==> config.mk <==
export PLATFORM = sky130hd
export DESIGN_NAME = sampler
export DESIGN_NICKNAME = d
export VERILOG_FILES = /design/src/rtl/sampler.sv
export SDC_FILE = /design/constraint.sdc
export NUM_CORES = 1
export LEC_CHECK = 0
export BUFFER_PORTS_ARGS = -buffer_cell sky130_fd_sc_hd__buf_4
export CORE_UTILIZATION = 45
export CTS_CLUSTER_DIAMETER = 60
export CTS_CLUSTER_SIZE = 30
export DETAILED_ROUTE_END_ITERATION = 16
export PLACE_DENSITY = 0.84
export SYNTH_ARGS = -nofsm -noshare
export SYNTH_HDL_FRONTEND = slang
export SYNTH_SLANG_ARGS = --single-unit
==> constraint.sdc <==
create_clock -name clk -period 2.2 [get_ports clk]
set_clock_uncertainty 0.05 [all_clocks]
set_input_delay 0.22 -clock clk [delete_from_list [all_inputs] [get_ports clk]]
set_output_delay 0.22 -clock clk [all_outputs]
set_load 0.02 [all_outputs]
==> src/rtl/sampler.sv <==
// sampler: captures one left/right frame per codec period from two Avalon-ST
// sinks and writes it as one 16-bit word into a circular input buffer. The
// buffer is split into four equal windows; go_out pulses as each one fills.
//
// Ports:
//   clk, reset (async, active-high)   - clock and reset
//   run                               - capture enable (sampled in IDLE/WRITE)
//   left_in_*/right_in_*              - from_adc sinks (data/valid/ready)
//   in_buf_addr/in_buf_data/wren      - input buffer write port
//   window_start/go_out               - completed window index + 1-cycle pulse
//
// Optional feature macro: SAMPLER_MONO_MIX_EN
//   defined   : sample = floor((L + R) / 2)
//   undefined : sample = L; R is still handshaken and then dropped

module sampler #(
  parameter int ADDR_W = 10
) (
  input  logic              clk,
  input  logic              reset,
  input  logic              run,
  input  logic [15:0]       left_in_data,
  input  logic              left_in_valid,
  output logic              left_in_ready,
  input  logic [15:0]       right_in_data,
  input  logic              right_in_valid,
  output logic              right_in_ready,
  output logic [ADDR_W-1:0] in_buf_addr,
  output logic [15:0]       in_buf_data,
  output logic              in_buf_wren,
  output logic [1:0]        window_start,
  output logic              go_out
);

  typedef enum logic [1:0] {
    IDLE    = 2'd0,
    CAPTURE = 2'd1,
    WRITE   = 2'd2
  } state_e;

  state_e              state_q, state_d;
  logic                have_l_q, have_l_d;
  logic                have_r_q, have_r_d;
  logic [15:0]         left_q, left_d;
  logic [ADDR_W-1:0]   ptr_q, ptr_d;
  logic [1:0]          win_q, win_d;
  logic                go_q, go_d;

`ifdef SAMPLER_MONO_MIX_EN
  logic [15:0]         right_q, right_d;
  logic signed [16:0]  mix_sum;

  // 17-bit sum cannot overflow; the arithmetic shift floors toward -inf.
  assign mix_sum     = $signed({left_q[15], left_q}) + $signed({right_q[15], right_q});
  assign in_buf_data = 16'(mix_sum >>> 1);
`else
  // Right channel is accepted only to keep the codec FIFOs draining evenly.
  logic                unused_right;
  assign unused_right = ^right_in_data;
  assign in_buf_data  = left_q;
`endif

  // A channel that already holds its sample for this frame stalls its source.
  assign left_in_ready  = (state_q == CAPTURE) && !have_l_q;
  assign right_in_ready = (state_q == CAPTURE) && !have_r_q;
  assign in_buf_wren    = (state_q == WRITE);
  assign in_buf_addr    = ptr_q;
  assign window_start   = win_q;
  assign go_out         = go_q;

  always_comb begin
    state_d  = state_q;
    have_l_d = have_l_q;
    have_r_d = have_r_q;
    left_d   = left_q;
    ptr_d    = ptr_q;
    win_d    = win_q;
    go_d     = 1'b0;
`ifdef SAMPLER_MONO_MIX_EN
    right_d  = right_q;
`endif
    case (state_q)
      IDLE: begin
        if (run) state_d = CAPTURE;
      end
      CAPTURE: begin
        if (left_in_valid && left_in_ready) begin
          have_l_d = 1'b1;
          left_d   = left_in_data;
        end
        if (right_in_valid && right_in_ready) begin
          have_r_d = 1'b1;
`ifdef SAMPLER_MONO_MIX_EN
          right_d  = right_in_data;
`endif
        end
        // Looks at the next-flag values so a same-cycle completion counts.
        if (have_l_d && have_r_d) state_d = WRITE;
      end
      WRITE: begin
        have_l_d = 1'b0;
        have_r_d = 1'b0;
        ptr_d    = ptr_q + ADDR_W'(1);
        // Last slot of a window just written: announce that window.
        if (&ptr_q[ADDR_W-3:0]) begin
          go_d  = 1'b1;
          win_d = ptr_q[ADDR_W-1:ADDR_W-2];
        end
        state_d = run ? CAPTURE : IDLE;
      end
      default: state_d = IDLE;
    endcase
  end

  always_ff @(posedge clk or posedge reset) begin
    if (reset) begin
      state_q  <= IDLE;
      have_l_q <= 1'b0;
      have_r_q <= 1'b0;
      left_q   <= '0;
      ptr_q    <= '0;
      win_q    <= '0;
      go_q     <= 1'b0;
`ifdef SAMPLER_MONO_MIX_EN
      right_q  <= '0;
`endif
    end else begin
      state_q  <= state_d;
      have_l_q <= have_l_d;
      have_r_q <= have_r_d;
      left_q   <= left_d;
      ptr_q    <= ptr_d;
      win_q    <= win_d;
      go_q     <= go_d;
`ifdef SAMPLER_MONO_MIX_EN
      right_q  <= right_d;
`endif
    end
  end

endmodule

======== Word-level counts from Yosys, hierarchy flattened ========
Index checks and enable logic that the tools add are counted.
word-level totals
  flip-flop bits (word level) ............. 33
  input bits .............................. 37
  output and inout bits ................... 32
  word-level logic and storage cells ...... 37
cells by class
  add/sub/neg operators ................... 1
  eq/ne operators ......................... 4
  muxes and demuxes ....................... 12
  reductions and logical operators ........ 13
operators by type and width
  cell                   count
  $add 10x1->10 const B  1
  $reduce_and 9->1       1
  $reduce_and 8->1       1
  $mux 1                 7
  $pmux 2 s3             1
  $logic_and 1x1->1      5
  $mux 2                 2
  $pmux 1 s2             2
  $reduce_and 2->1       2
  $eq 2x1->1 const B     1
  $eq 2x2->1 const B     1
  $logic_not 1->1        2
  $logic_not 2->1        1
  $ne 2x1->1 const B     1
  $ne 2x2->1 const B     1
  $reduce_bool 2->1      1

======== Logic depth before layout (Yosys ltp) ========
Gate-level depths: netlist of the first run.
  depth in word-level cells ............... 8
  depth in mapped cells ................... 6
  depth with buffers taken out ............ 5

======== Worst setup path before layout of the first run ========
OpenSTA, ideal clock, no wires.
  kind .................................... register -> register
  start point ............................. reg state_q[0]
  end point ............................... reg win_q[0] (netlist: window_start[0])
  library setup time ...................... 125 ps
  arrival ................................. 1644 ps
  required time ........................... 2025 ps
  path slack .............................. 381 ps
  stages on the path, launching flop included .. 7
  path buffers ............................ 1
  period minus slack after synthesis ...... 1819 ps
  cells stage by stage .................... dfrtp_1 > inv_1 > ha_1 > buf_4 > nand4_2 > nor2_2 > mux2_2
on the way
  longest elaborated chain between the ends .. 2
ends and longest elaborated chain
  what                        line  source
  start, declared             41    state_e state_q, state_d;
  start signal, assigned      128   state_q <= state_d;
  $eq 2x2->1                  --
  named net in_buf_wren       30    output logic in_buf_wren,
  $reduce_and 9->1 (no line)  --
  end signal, assigned        133   win_q <= win_d;
  end, declared               46    logic [1:0] win_q, win_d;
The timed path passes the listed nets, and every way through them passes these cells.
A chain may end at the register's enable or synchronous reset.

======== Worst setup path after layout of the first run ========
  start point ............................. reg state_q[1]
  end point ............................... reg left_q[10] (netlist: in_buf_data[10])
on the way
  longest elaborated chain between the ends .. 4
ends and longest elaborated chain
  what                          line    source
  $eq 2x1->1 *                  64, 82
  $logic_and 1x1->1             64      assign left_in_ready = (state_q == CAPTURE) && !have_l_q;
  $logic_and 1x1->1             87      if (left_in_valid && left_in_ready) begin
  $reduce_and 2->1 (no line) *  --
  end signal, assigned          131     left_q <= left_d;
  end, declared                 44      logic [15:0] left_q, left_d;
Every way passes the cells marked *; elsewhere a longest branch is shown, timed or not.

==> results of run 1 <==
-- final cells by class --
cell class / count / share of cell area [%]
Clock buffer: 7 / 2.83
Multi-Input combinational cell: 63 / 30.0
Tap cell: 44 / 2.83
Timing Repair Buffer: 55 / 21.4
Inverter: 3 / 0.579
Sequential cell: 33 / 42.4
-- worst max-delay path: stages, from the launching register on --
cell and delay [ns]:
dfrtp_1 0.40, inv_1 0.10, ha_1 0.26, and2b_2 0.25, nand2_4 0.24, mux2_2 0.37
-- report_power, final --
group / switching (µW) / total, µW / internal [µW]
logic: 599 / 1230 / 632
clock network: 181 / 331 / 151
registers: 177 / 1010 / 836
-- placed cells by master (no fill, tap or decap), types with 2 or more instances in the layout --
cell type	count
a21oi_1	3
xor2_1	6
inv_1	3
nand4_1	3
buf_4	54
mux2_2	10
nand2_1	4
nor3_1	2
clkbuf_4	5
xnor2_1	3
ha_1	6
mux2_4	10
nor2b_1	2
nor2_1	3
nand3_1	2
dfrtp_1	33
a31oi_1	2
-- per-layer routing --
layer  track usage (%)  share of wire [%]  up-vias
li1                  -                  -      470
met1              19.9                 41      499
met2              30.7                 51       37
met3              6.81                7.4        3
met4              5.44               0.83        0
met5                 0                  0        -
-- flip-flops by register name, indices dropped and copies added (netlist names) --
signal,flops
in_buf_data,16
window_start,2
in_buf_addr,10
state_q,2
go_out,1
have_r_q,1
have_l_q,1
-- final timing paths --
check,from,to,slack (ns),depth (start not counted)
max,state_q[1]$_DFFE_PP0P_,in_buf_data[10]$_DFFE_PP0P_,0.41,5
min,left_in_data[14],in_buf_data[14]$_DFFE_PP0P_,0.08,2
max reg2reg,state_q[1]$_DFFE_PP0P_,in_buf_data[10]$_DFFE_PP0P_,0.41,5
min reg2reg,in_buf_addr[9]$_DFFE_PP0N_,in_buf_addr[9]$_DFFE_PP0N_,0.45,1
max in group asynchronous,reset,in_buf_data[5]$_DFFE_PP0P_,0.94,4
min in group asynchronous,reset,in_buf_addr[4]$_DFFE_PP0N_,0.48,3
-- per-stage QoR --
stage | power [µW] | util, % | worst slack [ns] | area, µm²
after floorplan | 1780 | - | 0.381 | 1440
after global placement | 2200 | 61.6 | 0.496 | 1880
after global routing | 2730 | 63.7 | 0.315 | 1950
after CTS | 2600 | 63.7 | 0.420 | 1950
after detailed placement | 2260 | 61.6 | 0.437 | 1880
final | 2570 | 63.7 | 0.411 | 1950
-- cells in the mapped netlist, types with 3 or more instances --
cell type | count | area share, %
ha_1 | 6 | 5.2
a21oi_1 | 3 | 1.0
mux2_2 | 10 | 7.8
nor2_1 | 3 | 0.78
inv_1 | 3 | 0.78
xor2_1 | 6 | 3.7
xnor2_1 | 3 | 1.8
mux2_4 | 10 | 10
nand4_1 | 3 | 1.3
nand2_1 | 4 | 1.0
dfrtp_1 | 33 | 57
-- cells by family (layout without fill, tap and decap cells) --
kind of cell,Yosys count,count (layout)
AOI/OAI and AO/OA,7,7
adders and majority gates,6,6
and+or+nand+nor,21,21
xor gates and xnor gates,9,9
buffers and inverters,5,65
DFF,33,33
muxes,20,20
-- what timing repair did --
item | 4_1_cts | 5_1_grt
hold endpoints to repair | 15 | 0
hold buffers | 1 | 0
endpoints found under the setup margin | 0 | 0
buffers inserted | 0 | 0
==> impl_table.tex, run 1 <==
\begin{tabular}{lr}
\hline
Metric & Value \\
\hline
\multicolumn{2}{l}{\textbf{Yosys}} \\
\quad \#FFs+latches synth & 33 \\
\quad Post-Syn Area per Cell & 14.2 µm² \\
\quad Xor and xnor area share after synthesis & $\sim$5.5\% \\
\quad Combinational family with the most area after synthesis & multiplexers \\
\quad Synth Area in Compound Gates & under 10\% \\
\quad Ys flop type & dfrtp\_1 \\
\quad Share of synthesized registers carrying an async set or reset & 100\% \\
\quad Number of enable flip-flop cells after synthesis & 0 \\
\quad Fraction of the mapped netlist area in adder cells & 5.22\% \\
\quad Synthesis Warnings & 0 \\
\quad Post-synthesis sequential area ratio & 57.4\% \\
\quad Distinct cell type count after synthesis & 24 \\
\quad Mapped Cells & about 100 \\
\quad Post-Synthesis Net Count & 144 \\
\quad Post-synthesis instance area & about 1400 µm² \\
\quad Simple-gate portion of the synthesized area & $\sim$8.6\% \\
\quad Share of cell area taken by muxes after synthesis & a little under a fifth \\
\multicolumn{2}{l}{\textbf{Worst setup path}} \\
\quad Required time at the worst-slack endpoint & 2.36 ns \\
\quad Arrival @ worst endpoint & 1.94 ns \\
\quad Crit-path max FO & 16 \\
\quad Crit start category & flop \\
\quad Endpoint type of the worst setup path & flop \\
\quad Type of the worst setup path & flop to flop \\
\multicolumn{2}{l}{\textbf{Drt}} \\
\quad Post-route DRC & 0 \\
\quad Total number of vias & slightly above 1000 \\
\quad Detailed Routing Iterations Pass 1 & 4 \\
\quad Number of DRC violations after detailed-routing iteration 0 & 10 \\
\quad Wire per inst & around 14 µm \\
\quad Residual antenna-violating net count after detailed routing & 0 \\
\quad Detail-routed via count per cell & 4.92 \\
\quad WL final & 2.78 mm \\
\multicolumn{2}{l}{\textbf{Clocking}} \\
\quad \# clock sinks & 33 \\
\quad TritonCTS clock tree & yes \\
\quad Post-cts resize count & 0 \\
\quad H-tree level count & 2 \\
\quad Root Buffer & clkbuf\_4 \\
\quad CTS clk-pin slew, worst paths & 0.09 ns \\
\quad Clk\_lat worst skew & 0.32 ns \\
\quad Buffer levels on the longest clock path & 2 \\
\quad Number of clock buffers inserted by TritonCTS & 5 \\
\multicolumn{2}{l}{\textbf{Timing}} \\
\quad Total negative setup slack & 0 ns \\
\quad Hold WS & 0.0783 ns \\
\quad Time the worst path needs with I/O delays and setup & 1.79 ns \\
\quad Achievable frequency & 559 MHz \\
\quad Actual slew at the worst max-slew pin & 0.617 ns \\
\quad Number of setup violations in the final report & 0 \\
\quad Number of pins with negative max-slew slack in the final report & 0 \\
\quad RSZ-0062 raised after global routing & false \\
\quad Fraction of the cycle the final worst path needs & 81.3\% \\
\quad Relative slew margins & roughly three fifths \\
\quad Number of failing hold endpoints at the final stage & 0 \\
\multicolumn{2}{l}{\textbf{Floorplanning}} \\
\quad Die outline area & between 3000 and 4000 µm² \\
\quad Horizontal extent of the die & 58.5 µm \\
\quad Initial core utilization & 47.1\% \\
\quad Ports placed on the boundary & 69 \\
\quad CORE AREA & 3050 µm² \\
\quad Number of core rows & 20 \\
\quad Die Y & 58.5 µm \\
\multicolumn{2}{l}{\textbf{Finish}} \\
\quad Final nets & roughly 200 \\
\quad Number of inserted filler cells in the final layout & 250 \\
\quad Share of layout cells above drive strength 1 & between 50\% and 60\% \\
\quad Synth-to-layout area growth & 35.2\% \\
\quad Footprint of the flip-flops and latches & 826 µm² \\
\quad Number of inserted diodes & 0 \\
\quad Multi-input logic area & 583 µm² \\
\quad Final Instance Count excl. Fillers & about 210 \\
\multicolumn{2}{l}{\textbf{Flow run}} \\
\quad Total of max-cap violations & 0 \\
\multicolumn{2}{l}{\textbf{Place}} \\
\quad Port Buffers & between 50 and 60 \\
\quad Half-perimeter wire length after placement & 2.10 mm \\
\quad Final RePlAce weighted congestion & 0.737 \\
\quad Number of instances in the placed design & 197 \\
\multicolumn{2}{l}{\textbf{Min path}} \\
\quad Path type of the worst min-delay path & input pin to flop \\
\multicolumn{2}{l}{\textbf{Global route}} \\
\quad Via count of the first global-routing pass & 1008 \\
\quad Largest net degree at the start of global routing & 19 \\
\quad Global route overflow & 0 \\
\quad Global-route wire length before repair & 4.44 mm \\
\quad Number of antenna violations at the first check in global routing & 0 \\
\quad Global routing usage summed across all routing layers & 17.6\% \\
\multicolumn{2}{l}{\textbf{Pwr}} \\
\quad Static leakage & 0.00102 µW \\
\quad PwrDens & 1320 nW/µm² \\
\quad Peak ir drop on the vdd network & roughly 0.66 mV \\
\multicolumn{2}{l}{\textbf{Status}} \\
\quad Outcome & completed \\
\hline
\end{tabular}
Note: power is estimated with default switching activity, not from simulation.
==> inputs of run 2 (changes only) <==
Settings changed: CORE_UTILIZATION 45 to 41, PLACE_DENSITY 0.84 to 0.81.
Clock period 2.2 ns to 1.5 ns, I/O delays scaled along.
==> impl_table.tex, run 2 (synthesis gave the netlist of run 1 again) <==
\begin{tabular}{lr}
\hline
Metric & Value \\
\hline
\multicolumn{2}{l}{\textbf{Finish}} \\
\quad Share of layout cells above drive strength 1 & 55.3\% \\
\quad Final nets & around 230 \\
\quad Flip-flop count of the largest register after layout & 16 \\
\quad Area of all placed cells without fillers & around 2300 µm² \\
\quad Synth-to-layout area growth & 58.7\% \\
\quad Post-route core utilization & 68.4\% \\
\quad Number of inserted filler cells in the final layout & 248 \\
\quad Footprint of the flip-flops and latches & 827 µm² \\
\quad Number of inserted diodes & 0 \\
\quad Highest-count cells in the layout ignoring fill and taps & buf\_4 (63), dfrtp\_1 (32), dlygate4sd3\_1 (17), mux2\_4 (12), mux2\_2 (8) \\
\quad Multi-input logic area & around 640 µm² \\
\quad Leading cell type in the layout, fill and taps excluded & buf\_4 \\
\multicolumn{2}{l}{\textbf{Timing}} \\
\quad Final setup margin & -0.0947 ns \\
\quad Number of pins with negative max-slew slack in the final report & 0 \\
\quad Number of setup violations in the final report & 19 \\
\quad Hold WS & 0.0840 ns \\
\quad Actual slew at the worst max-slew pin & 0.415 ns \\
\quad Fraction of the cycle the final worst path needs & 106\% \\
\quad Number of failing hold endpoints at the final stage & 0 \\
\quad Time the worst path needs with I/O delays and setup & 1.59 ns \\
\quad Relative slew margins & between 70 and 80\% \\
\quad Achievable frequency & 627 MHz \\
\quad RSZ-0062 raised after global routing & true \\
\multicolumn{2}{l}{\textbf{Worst setup path}} \\
\quad Required time at the worst-slack endpoint & 1.67 ns \\
\quad Startpoint of the lowest-slack register-to-register path & state\_q[0]\$\_DFFE\_PP0P\_ \\
\quad Endpoint type of the worst setup path & flop \\
\quad Type of the worst setup path & flop to flop \\
\quad Crit start category & flop \\
\quad Critical Path Start & state\_q[0]\$\_DFFE\_PP0P\_ \\
\quad Arrival @ worst endpoint & 1.76 ns \\
\quad Crit-path max FO & 16 \\
\multicolumn{2}{l}{\textbf{Clocking}} \\
\quad Root Buffer & clkbuf\_4 \\
\quad Number of clock buffers inserted by TritonCTS & 5 \\
\quad Clk\_lat worst skew & 0.33 ns \\
\quad CTS clk-pin slew, worst paths & 0.10 ns \\
\quad \# clock sinks & 33 \\
\quad TritonCTS clock tree & yes \\
\quad Buffer levels on the longest clock path & 2 \\
\quad H-tree level count & 2 \\
\multicolumn{2}{l}{\textbf{Status}} \\
\quad Outcome & finished, violations left \\
\quad Violated checks & setup timing \\
\multicolumn{2}{l}{\textbf{Min path}} \\
\quad Path type of the worst min-delay path & input pin to flop \\
\quad Start point of the worst min-delay path & right\_in\_valid \\
\multicolumn{2}{l}{\textbf{Floorplanning}} \\
\quad Ports placed on the boundary & slightly below 70 \\
\quad Die Y & 61.2 µm \\
\quad Horizontal extent of the die & approximately 60 µm \\
\quad Initial core utilization & 43.1\% \\
\quad Die outline area & around 3800 µm² \\
\quad CORE AREA & 3340 µm² \\
\quad Number of core rows & 21 \\
\multicolumn{2}{l}{\textbf{Drt}} \\
\quad Wire per inst & 13.9 µm \\
\quad WL final & between 3 and 4 mm \\
\quad Detail-routed via count per cell & 4.79 \\
\quad Post-route DRC & 0 \\
\quad Total number of vias & 1131 \\
\quad Detailed Routing Iterations Pass 1 & 4 \\
\quad Residual antenna-violating net count after detailed routing & 0 \\
\quad Number of DRC violations after detailed-routing iteration 0 & 32 \\
\multicolumn{2}{l}{\textbf{Global route}} \\
\quad Global-route wire length before repair & $\sim$4.8 mm \\
\quad Number of antenna violations at the first check in global routing & 0 \\
\quad Via count of the first global-routing pass & approximately 1100 \\
\quad Global routing usage summed across all routing layers & 18.0\% \\
\quad Global route overflow & 0 \\
\quad Largest net degree at the start of global routing & 34 \\
\multicolumn{2}{l}{\textbf{Place}} \\
\quad Post-placement cell area & 1990 µm² \\
\quad Final RePlAce weighted congestion & 0.735 \\
\quad Port Buffers & 52 \\
\quad Half-perimeter wire length after placement & around 2.2 mm \\
\multicolumn{2}{l}{\textbf{Flow run}} \\
\quad Total of max-cap violations & 0 \\
\multicolumn{2}{l}{\textbf{Pwr}} \\
\quad Static leakage & 0.00117 µW \\
\quad PwrDens & about 1800 nW/µm² \\
\quad Total power of the final layout & 4210 µW \\
\quad Peak ir drop on the vdd network & 0.976 mV \\
\hline
\end{tabular}
## run 2: cell types whose count changed in the layout (fill, tap and decap cells not counted), moves of 2 or more
cell           before  now
dlygate4sd3_1       1   17
buf_4              54   63
buf_6               0    3
ha_1                6    4
ha_4                0    2
inv_1               3    1
inv_2               0    2
mux2_2             10    8
mux2_4             10   12
## run 2: critical path, cell delays in order (launching register included)
cell and delay, ns:
dfrtp_2 0.44, ha_4 0.17, and2b_2 0.22, nand2_4 0.23
mux2_2 0.38
## run 2: routing by layer
layer / vias up / track usage, % / share of wire, %
met4: 0 / 6.82 / 0.82
met2: 40 / 33.5 / 54
met3: 4 / 6.09 / 6.5
met1: 557 / 18.4 / 39
li1: 530 / - / -
met5: - / 0 / 0
## run 2: final cells by class
type	count	share of cell area [%]
sequential	33	36.2
clock inverter	1	0.219
inverter	3	0.493
timing repair buffer	83	29.6
multi-input combinational	63	28.1
clock buffer	7	2.85
tap	46	2.52
## run 2: final timing paths
path	end	slack [ns]	depth (start not counted)
max reg2reg	in_buf_data[9]$_DFFE_PP0P_	-0.09	4
max in group asynchronous	state_q[0]$_DFFE_PP0P_	0.66	4
min	have_r_q$_DFFE_PP0P_	0.08	3
min reg2reg	in_buf_addr[9]$_DFFE_PP0N_	0.45	1
max	in_buf_data[9]$_DFFE_PP0P_	-0.09	4
min in group asynchronous	have_r_q$_DFFE_PP0P_	0.41	4
## run 2: metrics by stage
step	worst slack, ns	setup TNS, ns	std cells
finish	-0.0947	-1.18	236
global placement	-0.0462	-0.402	207
global route	-0.145	-1.99	236
floorplan	-0.133	-1.61	101
CTS	-0.113	-1.29	232
detailed placement	-0.0870	-0.887	207
## run 2: timing repair
item | 4_1_cts | 5_1_grt
pin swaps | 1 | 1
endpoints found under the setup margin | 21 | 23
hold buffers | 16 | 1
hold endpoints to repair | 48 | 1
gates resized for setup | 7 | 1
setup buffers | 1 | 3
## run 2: power by group
| group | switching (µW) | leakage [µW] | internal, µW |
|---|---|---|---|
| clock network | 282 | 0.0000413 | 271 |
| registers | 255 | 0.000413 | 1230 |
| logic | 1010 | 0.000712 | 1150 |
==> inputs of run 3 (changes only) <==
Settings changed: ABC_AREA set to 1, CORE_UTILIZATION 41 to 46, PLACE_DENSITY 0.81 to 0.85.
Clock period 1.5 ns to 1.51 ns, I/O delays scaled along.
==> impl_table.tex, run 3 <==
\begin{tabular}{lr}
\hline
Metric & Value \\
\hline
\multicolumn{2}{l}{\textbf{Finish}} \\
\quad Synth-to-layout area growth & 52.7\% \\
\quad Final nets & 289 \\
\quad Final Instance Count excl. Fillers & 291 \\
\quad Highest-count cells in the layout ignoring fill and taps & nand2\_1 (66), buf\_4 (58), dfrtp\_1 (32), dlygate4sd3\_1 (17), inv\_1 (10) \\
\quad Share of layout cells above drive strength 1 & 37.7\% \\
\quad Flip-flop count of the largest register after layout & 16 \\
\quad Leading cell type in the layout, fill and taps excluded & nand2\_1 \\
\quad Number of inserted diodes & 0 \\
\quad Number of inserted filler cells in the final layout & 223 \\
\multicolumn{2}{l}{\textbf{Drt}} \\
\quad WL final & $\sim$3.4 mm \\
\quad Wire per inst & 11.8 µm \\
\quad Total number of vias & 1309 \\
\quad Number of DRC violations after detailed-routing iteration 0 & 60 \\
\quad Detailed Routing Iterations Pass 1 & 4 \\
\quad Post-route DRC & 0 \\
\quad Residual antenna-violating net count after detailed routing & 0 \\
\quad Detail-routed via count per cell & 4.50 \\
\multicolumn{2}{l}{\textbf{Global route}} \\
\quad Via count of the first global-routing pass & 1321 \\
\quad Largest net degree at the start of global routing & 34 \\
\quad Global routing usage summed across all routing layers & 21.9\% \\
\quad Global-route wire length before repair & 5.54 mm \\
\quad Number of antenna violations at the first check in global routing & 0 \\
\quad Global route overflow & 0 \\
\multicolumn{2}{l}{\textbf{Floorplanning}} \\
\quad Die Y & 59.1 µm \\
\quad Initial core utilization & 48.7\% \\
\quad CORE AREA & 3080 µm² \\
\quad Die outline area & 3490 µm² \\
\quad Ports placed on the boundary & 69 \\
\quad Horizontal extent of the die & 59.1 µm \\
\quad Number of core rows & 20 \\
\multicolumn{2}{l}{\textbf{Yosys}} \\
\quad Fraction of the mapped netlist area in adder cells & 5.01\% \\
\quad Synth Area in Compound Gates & around 2.3\% \\
\quad Share of synthesized registers carrying an async set or reset & 100\% \\
\quad Share of Yosys cell area claimed by the top area cell type & about 55\% \\
\quad Post-synthesis sequential area ratio & 55.1\% \\
\quad Top area cells in the synthesized netlist & dfrtp\_1 (55\%), nand2\_1 (17\%), ha\_1 (5.0\%) \\
\quad \#FFs+latches synth & 33 \\
\quad Combinational family with the most area after synthesis & simple AND/OR/NAND/NOR gates \\
\quad Synthesis Warnings & 0 \\
\quad Largest area contributor in the synthesized netlist & dfrtp\_1 \\
\quad Post-Syn Area per Cell & 9.25 µm² \\
\quad Share of cell area taken by muxes after synthesis & less than 1\% \\
\quad Xor and xnor area share after synthesis & 4.09\% \\
\quad Post-synthesis instance area & 1500 µm² \\
\quad Post-Synthesis Net Count & 205 \\
\quad Ys flop type & dfrtp\_1 \\
\quad Most frequent cell after synthesis & nand2\_1 \\
\quad Simple-gate portion of the synthesized area & 26.5\% \\
\quad Number of enable flip-flop cells after synthesis & 0 \\
\quad Distinct cell type count after synthesis & 25 \\
\quad List of most frequent post-synthesis cells & nand2\_1 (69), dfrtp\_1 (33), inv\_1 (12) \\
\quad Mapped Cells & 162 \\
\multicolumn{2}{l}{\textbf{Timing}} \\
\quad Final setup margin & -0.0201 ns \\
\quad Achievable frequency & 654 MHz \\
\quad Number of setup violations in the final report & 1 \\
\quad Number of failing hold endpoints at the final stage & 0 \\
\quad Time the worst path needs with I/O delays and setup & 1.53 ns \\
\quad Number of pins with negative max-slew slack in the final report & 0 \\
\quad Hold WS & around 0.1 ns \\
\quad Relative slew margins & 73.6\% \\
\quad Fraction of the cycle the final worst path needs & 101\% \\
\quad Actual slew at the worst max-slew pin & 0.396 ns \\
\quad RSZ-0062 raised after global routing & true \\
\multicolumn{2}{l}{\textbf{Clocking}} \\
\quad TritonCTS clock tree & yes \\
\quad \# clock sinks & 33 \\
\quad H-tree level count & 2 \\
\quad CTS clk-pin slew, worst paths & 0.10 ns \\
\quad Root Buffer & clkbuf\_4 \\
\quad Number of clock buffers inserted by TritonCTS & 5 \\
\quad Clk\_lat worst skew & 0.34 ns \\
\quad Buffer levels on the longest clock path & 2 \\
\multicolumn{2}{l}{\textbf{Pwr}} \\
\quad Internal power of the cells & 2310 µW \\
\quad Proportion of power drawn by the clock network & between 10\% and 20\% \\
\quad Total power of the final layout & roughly 4000 µW \\
\quad Reg power frac & 36.7\% \\
\quad Relative contribution of combinational cells to total power & between 50\% and 60\% \\
\quad Net switching share of the total power & about two fifths \\
\quad Static leakage & between 0.001 and 0.0015 µW \\
\quad Peak ir drop on the vdd network & 1.10 mV \\
\quad PwrDens & 1730 nW/µm² \\
\quad Sw Pwr & 1660 µW \\
\multicolumn{2}{l}{\textbf{Worst setup path}} \\
\quad Crit-path max FO & 5 \\
\quad Arrival @ worst endpoint & 1.33 ns \\
\quad Startpoint of the lowest-slack register-to-register path & state\_q[0]\$\_DFFE\_PP0P\_ \\
\quad Crit start category & flop \\
\quad Required time at the worst-slack endpoint & around 1.3 ns \\
\quad Type of the worst setup path & flop to primary output \\
\quad Endpoint type of the worst setup path & primary output \\
\quad Critical Path Start & state\_q[1]\$\_DFFE\_PP0P\_ \\
\multicolumn{2}{l}{\textbf{Status}} \\
\quad Outcome & finished, violations left \\
\quad Violated checks & setup timing \\
\multicolumn{2}{l}{\textbf{Place}} \\
\quad Half-perimeter wire length after placement & 2.19 mm \\
\quad Port Buffers & 52 \\
\quad Number of instances in the placed design & 260 \\
\quad Placement Setup Slack & -0.0280 ns \\
\quad Final RePlAce weighted congestion & between 0.8 and 0.9 \\
\multicolumn{2}{l}{\textbf{Min path}} \\
\quad Path type of the worst min-delay path & input pin to flop \\
\quad Start point of the worst min-delay path & right\_in\_valid \\
\multicolumn{2}{l}{\textbf{Flow run}} \\
\quad Total of max-cap violations & 0 \\
\hline
\end{tabular}
-- run 3: cell types whose count changed after synthesis, moves of 3 or more --
cell,before,now
mux2_4,10,0
inv_2,0,3
nor2_4,0,3
mux2_2,10,1
nand2_1,4,69
inv_1,3,12
nand3_1,2,5
nand2_2,0,4
nand4_1,3,0
-- run 3: worst paths after layout --
kind	cells past startpoint	slack, ns	to
setup reg to reg	9	0.05	in_buf_addr[9]$_DFFE_PP0N_
hold reg to reg	2	0.44	in_buf_data[8]$_DFFE_PP0P_
hold / removal	5	0.10	have_r_q$_DFFE_PP0P_
setup / recovery	4	-0.02	in_buf_wren
min in group asynchronous	4	0.41	in_buf_addr[1]$_DFFE_PP0N_
max in group asynchronous	4	0.69	state_q[0]$_DFFE_PP0P_
-- run 3: power groups by stage --
stage	Combinational (µW)	Sequential (µW)	Clock [µW]
after CTS	1990	1450	488
after global routing	2260	1480	524
after global placement	1750	1450	0
after detailed placement	1820	1450	0
after floorplan	812	1730	0
final	2040	1450	471
-- run 3: worst max-delay path, cell delays in order (launching register included) --
cell and delay [ns]:
dfrtp_1 0.43, buf_4 0.15, ha_4 0.16, buf_6 0.13, buf_6 0.12
-- run 3: logic make-up (layout without fill, tap and decap cells) --
group,count (synthesis),after routing
and+or+nand+nor,90,90
DFF,33,33
buffers and inverters,19,104
xor gates and xnor gates,7,7
adders and majority gates,6,6
AOI/OAI and AO/OA,6,6
muxes,1,1
-- run 3: cell type report --
type	count	area, µm²	area share [%]
sequential	33	827	36.1
timing repair buffer	79	651	28.4
multi-input combinational	110	622	27.2
inverter	17	82.6	3.61
tap	44	55.1	2.41
clock buffer	6	41.3	1.80
clock inverter	2	10.0	0.437
-- run 3: layer usage --
layer / vias up / GRT usage [%] / wire length, µm
li1: 659 / - / -
met1: 598 / 22.3 / 1390
met2: 43 / 40.4 / 1790
met3: 9 / 6.99 / 166
met4: 0 / 10.2 / 92
met5: - / 0 / 0
-- run 3: metrics by stage --
step                      setup TNS (ns)  util [%]  area [µm²]
after floorplan                        0         -        1500
after global placement                 0      63.7        1960
after CTS                        -0.0329      73.1        2250
after global routing              -0.213      74.3        2290
after detailed placement          -0.164      63.7        1960
final                            -0.0201      74.3        2290
-- run 3: timing repair --
action                                 CTS  global route
endpoints found under the hold margin   49             0
setup buffers                            4             2
hold buffers                            17             0
gates cloned                             0             0
gates resized for setup                 10             9
setup endpoints to repair               20            27
pin swaps                                0             3
